<file path="src/rtl/pll_frac_div_sdm.sv">
// Fractional-N clock divider with a first-order or MASH 1-1 sigma-delta
// modulator choosing the integer divisor of each output period.
// Optional build macro: PLL_FRAC_DIV_DITHER_EN adds a 1-bit LFSR dither to
// the first accumulator input each period.
module pll_frac_div_sdm #(
  parameter int INT_WIDTH  = 6,
  parameter int FRAC_WIDTH = 8
) (
  input  logic                  clkin,
  input  logic                  rst,
  input  logic                  en,
  input  logic                  mode,
  input  logic [INT_WIDTH-1:0]  int_div,
  input  logic [FRAC_WIDTH-1:0] frac_div,
  input  logic                  cfg_load,
  output logic                  clkout,
  output logic                  period_done,
  output logic [INT_WIDTH+1:0]  cur_div,
  output logic                  busy
);

  localparam int NW = INT_WIDTH + 2;
  localparam int FW = FRAC_WIDTH;
  localparam logic signed [NW-1:0] MIN_DIV = NW'(2);

  // Divisors below 2 cannot produce a high and a low phase, so clamp.
  function automatic logic [NW-1:0] clamp_div(input logic signed [NW-1:0] v);
    return (v < MIN_DIV) ? $unsigned(MIN_DIV) : $unsigned(v);
  endfunction

  // ceil(n/2) without needing an extra carry bit.
  function automatic logic [NW-1:0] half_up(input logic [NW-1:0] n);
    return (n >> 1) + NW'(n[0]);
  endfunction

  logic [NW-1:0]        cnt;
  logic [INT_WIDTH-1:0] sh_int;
  logic [FW-1:0]        sh_frac;
  logic                 sh_mode;
  logic                 pending;
  logic [FW-1:0]        acc1;
  logic [FW-1:0]        acc2;
  logic                 c2_prev;

  logic                 period_end;
  logic                 load_now;
  logic                 start;
  logic                 mode_chg;
  logic [INT_WIDTH-1:0] eff_int;
  logic [FW-1:0]        eff_frac;
  logic                 eff_mode;
  logic [FW-1:0]        a1;
  logic [FW-1:0]        a2;
  logic                 cp;
  logic [FW:0]          sum1;
  logic [FW:0]          sum2;
  logic                 c1;
  logic                 c2;
  logic signed [NW-1:0] n_raw;
  logic [NW-1:0]        n_new;
  logic [NW-1:0]        cnt_inc;
  logic                 dither;

`ifdef PLL_FRAC_DIV_DITHER_EN
  logic [14:0] lfsr;

  // x^15 + x^14 + 1 LFSR, stepped once per period alongside the accumulators.
  always_ff @(posedge clkin or posedge rst) begin
    if (rst)        lfsr <= 15'h1;
    else if (start) lfsr <= {lfsr[13:0], lfsr[14] ^ lfsr[13]};
  end

  assign dither = lfsr[0];
`else
  assign dither = 1'b0;
`endif

  // Effective configuration, modulator step and next divisor.
  always_comb begin
    period_end = busy && (cnt == cur_div - NW'(1));
    load_now   = (pending || cfg_load) && (!busy || period_end);
    start      = en && (!busy || period_end);
    eff_int    = load_now ? int_div  : sh_int;
    eff_frac   = load_now ? frac_div : sh_frac;
    eff_mode   = load_now ? mode     : sh_mode;
    // A modulator change restarts from a clean state so the new noise
    // shaping is not polluted by residue of the old one.
    mode_chg   = load_now && (mode != sh_mode);
    a1         = mode_chg ? '0   : acc1;
    a2         = mode_chg ? '0   : acc2;
    cp         = mode_chg ? 1'b0 : c2_prev;
    sum1       = {1'b0, a1} + {1'b0, eff_frac} + {{FW{1'b0}}, dither};
    c1         = sum1[FW];
    sum2       = {1'b0, a2} + {1'b0, sum1[FW-1:0]};
    c2         = sum2[FW];
    if (eff_mode)
      n_raw = $signed({2'b00, eff_int}) + $signed({{(NW-1){1'b0}}, c1})
            + $signed({{(NW-1){1'b0}}, c2}) - $signed({{(NW-1){1'b0}}, cp});
    else
      n_raw = $signed({2'b00, eff_int}) + $signed({{(NW-1){1'b0}}, c1});
    n_new   = clamp_div(n_raw);
    cnt_inc = cnt + NW'(1);
  end

  // Shadow configuration, period counter, modulator state and outputs.
  always_ff @(posedge clkin or posedge rst) begin
    if (rst) begin
      sh_int      <= '0;
      sh_frac     <= '0;
      sh_mode     <= 1'b0;
      pending     <= 1'b0;
      acc1        <= '0;
      acc2        <= '0;
      c2_prev     <= 1'b0;
      cnt         <= '0;
      cur_div     <= '0;
      clkout      <= 1'b0;
      period_done <= 1'b0;
      busy        <= 1'b0;
    end else begin
      if (load_now) begin
        sh_int  <= int_div;
        sh_frac <= frac_div;
        sh_mode <= mode;
      end
      if (load_now)      pending <= 1'b0;
      else if (cfg_load) pending <= 1'b1;

      if (start) begin
        // New period begins on this edge with no idle gap.
        busy        <= 1'b1;
        cnt         <= '0;
        cur_div     <= n_new;
        clkout      <= 1'b1;
        period_done <= 1'b0;
        acc1        <= sum1[FW-1:0];
        if (eff_mode) begin
          acc2    <= sum2[FW-1:0];
          c2_prev <= c2;
        end else begin
          acc2    <= a2;
          c2_prev <= cp;
        end
      end else begin
        // Modulator state holds, except for a clear on a mode change.
        acc1    <= a1;
        acc2    <= a2;
        c2_prev <= cp;
        if (period_end) begin
          busy        <= 1'b0;
          cnt         <= '0;
          clkout      <= 1'b0;
          period_done <= 1'b0;
        end else if (busy) begin
          cnt         <= cnt_inc;
          clkout      <= (cnt_inc < half_up(cur_div));
          period_done <= (cnt_inc == cur_div - NW'(1));
        end
      end
    end
  end

endmodule

</file>
<file path="config.mk">
export PLATFORM = sky130hd
export DESIGN_NAME = pll_frac_div_sdm
export DESIGN_NICKNAME = d
export VERILOG_FILES = /design/src/rtl/pll_frac_div_sdm.sv
export SDC_FILE = /design/constraint.sdc
export NUM_CORES = 1
export LEC_CHECK = 0
export BUFFER_PORTS_ARGS = -buffer_cell sky130_fd_sc_hd__clkbuf_2
export CORE_AREA = 3 3 87 89
export DETAILED_ROUTE_END_ITERATION = 8
export DIE_AREA = 0 0 90 92
export PLACE_DENSITY = 0.8
export SLEW_MARGIN = 5
export SYNTH_ARGS = -nofsm -noshare
export SYNTH_HDL_FRONTEND = slang
export SYNTH_SLANG_ARGS = --single-unit
</file>
<file path="constraint.sdc">
create_clock -name clkin -period 9.6 [get_ports clkin]
set_input_delay 1.92 -clock clkin [delete_from_list [all_inputs] [get_ports clkin]]
set_output_delay 1.92 -clock clkin [all_outputs]
set_load 0.01 [all_outputs]
</file>
==> metrics.md <==
| Metric | Value |
|---|---|
| Status | `finished, final reports clean` |
| All-Layer GR Usage | `0.229` |
| Top cell type by total area after synthesis | `dfrtp_1` |
| CP most frequent cell | `ha_1` |
| Critical Path Start Type | `flop` |
| DP Area | `between 4000 and 5000 um^2` |
| Top-area cell type share of the netlist area | `0.309` |
| # placed instances | `around 570` |
| Fraction of registers with async set/reset | `1.00` |
| Drt pass-1 iters | `4` |
| ANT cells | `0` |
| CTS clk-pin slew, worst paths | `100 ps` |
| Routed Antenna Nets | `0` |
| Syn nets | `around 510` |
| Gate Count Post-Synth | `about 450` |
| Number of buffers added on ports | `29` |
| Layout cells sized above 1 | `0.175` |
| Initial antenna violation count | `0` |
| Die area | `~8300 um^2` |
| Final min period | `around 8600 ps` |
| Layout Cells excl Fill | `roughly 580` |
| CP required | `roughly 9800 ps` |
| Seq/Total Area, Yosys | `0.309` |
| Row cnt | `30` |
| Relative slew slack | `0.421` |
| Register Area | `around 1300 um^2` |
| Hold Slack | `between 400 and 500 ps` |
| Post-Syn Area | `4210 um^2` |
| Initial core utilization | `0.616` |
| Layout overhead on the synthesized area | `7.74%` |
| Clock latency on the worst-skew pair | `310 ps` |
| I/O pin count | `30` |
| Vias in the first global route | `approximately 3300` |
| Pins Over Slew Limit | `0` |
| Nets | `about 540` |
| Final setup fails | `0` |
| # H-tree levels | `2` |
| Grt total ovfl | `0` |
| Slowest cell on crit path | `o41ai_2` |
| TritonCTS Buffers | `5` |
| Top cells by area, synth | `dfrtp_1, ha_1, mux2_2` |
| CTS Buffer Depth | `2` |
| CP peak stage delay | `610 ps` |
| Initial DRC count | `162` |
| CTS Sinks | `52` |
| Vias per cell | `5.74` |
| Worst Hold Class | `flop to flop` |
| Max cap viols | `0` |
| Hold Vio Cnt, Final | `0` |
| Vias | `3307` |
| Final worst-path cycle share | `0.900` |
| RSZ-0062 raised after global routing | `no` |
| Post-synth EDFFs | `0` |
| Fill cells | `~580` |
| RD Place Congestion | `about 0.89` |
| Synthesis Warnings | `0` |
| Die Wd | `approximately 90 um` |
| Critical path class | `flop to flop` |
| FF+latch count, synth | `52` |
| Clock root buffer | `clkbuf_8` |
| Resized cells post-CTS | `0` |
| Routed len/inst | `15.6 um` |
| Critical Path AT | `a little under 9000 ps` |
| Fin Clk Skew | `between 6 and 7 ps` |
| Post-Route WL | `8980 um` |
| Setup Fix Bufs, Post-CTS | `0` |
| Least-Margin Pin Slew | `approximately 870 ps` |
| Cts hold-fix bufs | `0` |
| CP Max Fanout | `11` |
| DRC Markers | `0` |
| Final Instance Area | `about 4500 um^2` |
| Netlist cell types | `56` |
| First-pass GRT wire length | `roughly 16000 um` |
| Largest net degree at the start of global routing | `53` |
| Syn avg cell area | `9.26 um^2` |
| CTS tree | `done` |
| Placed wire-length estimate | `roughly 7000 um` |
| Top_reg_cell synth | `dfrtp_1` |
| Multi-input logic area | `~2700 um^2` |
| Die H | `just over 90 um` |
| Setup total negative slack | `0 ps` |
| Highest clock rate | `~0.12 GHz` |
| Nature of the critical path endpoint | `flop` |
| Core area | `roughly 6800 um^2` |
-- final timing paths --
check                            start          end  slack (ps)  cells past startpoint
max                         cur_div[0]   cur_div[0]         960                     35
min                        period_done  period_done         490                      2
max reg2reg                 cur_div[0]   cur_div[0]         960                     35
min reg2reg                period_done  period_done         490                      2
max in group asynchronous          rst    sh_int[1]        7400                      3
min in group asynchronous          rst       cnt[2]        1750                      3
-- registers in the layout, summed over array words and instances (netlist names) --
register,flops
acc1,8
acc2,8
busy,1
c2_prev,1
clkout,1
cnt,8
cur_div,8
pending,1
period_done,1
sh_frac,8
sh_int,6
sh_mode,1
-- synth_stat cells (4+ instances only) --
cell / instances
nand3_1: 18
and2_1: 17
and3_1: 7
o21ai_0: 27
nor2b_1: 4
mux2_2: 30
nor2_1: 18
o21a_1: 8
a21o_1: 5
dfrtp_1: 52
nor3_1: 7
nand4_1: 5
ha_1: 38
inv_1: 38
xor2_1: 24
xnor2_1: 30
a21oi_1: 16
nand2_1: 29
o21bai_1: 6
nand3b_1: 4
mux2i_1: 8
clkbuf_1: 10
-- cells by family after synthesis --
group	synth area share
buffers and inverters	0.0524
multiplexers	0.102
adder cells (fa/ha/maj)	0.127
flip-flops	0.309
XOR/XNOR	0.112
AO/OA/AOI/OAI	0.140
AND/OR/NAND/NOR	0.157
-- critical path: cells and delay by family (launching register included) --
kind | cells | cell delay (ps)
AO/OA/AOI/OAI | 14 | 2780
XOR/XNOR | 1 | 210
adder cells (fa/ha/maj) | 7 | 2090
buffers and inverters | 3 | 230
flip-flops | 1 | 500
multiplexers | 1 | 300
AND/OR/NAND/NOR | 9 | 2420
-- layout make-up --
cell class | count | area share
clock inverters | 3 | 0.00608
clock buffers | 5 | 0.0152
flip-flops and latches | 52 | 0.287
inverters | 39 | 0.0323
repair buffers | 34 | 0.0403
well taps | 96 | 0.0265
multi-input cells | 347 | 0.592
-- cells in the final DEF (no fill, tap or decap), types with 3 or more instances in the layout --
cell and instances:
o21a_1 8, nor3_1 7, o21bai_1 6, o21ai_0 27
a22o_1 3, mux2i_1 8, inv_1 37, and3_1 7
nand4_1 5, clkbuf_2 29, clkbuf_8 5, nor2_1 18
a21oi_1 16, xor2_1 24, a21o_1 5, nand3_1 18
and2_1 17, or2_2 3, xnor2_1 30, a21boi_0 3
nor2b_1 4, dfrtp_1 52, nand3b_1 4, nand2_1 29
ha_1 38, fa_1 3, buf_4 5, mux2_2 30
-- through the flow --
stage	setup WS (ps)	utilization
after floorplan	1370	-
after global placement	1380	0.649
after detailed placement	1050	0.649
after CTS	1000	0.663
after global routing	247	0.663
final	963	0.663
-- metal layers --
layer  wire length [um]  GRT usage  vias to the layer above
met5                  0          0                        -
met4                133     0.0497                        0
met3                378     0.0361                       13
met2               4530      0.411                       71
met1               3930      0.289                     1592
li1                   -          -                     1631
Power is left out: the tool's default activity adds up to more than one toggle a clock period on the data nets, which glitch-free logic cannot reach.
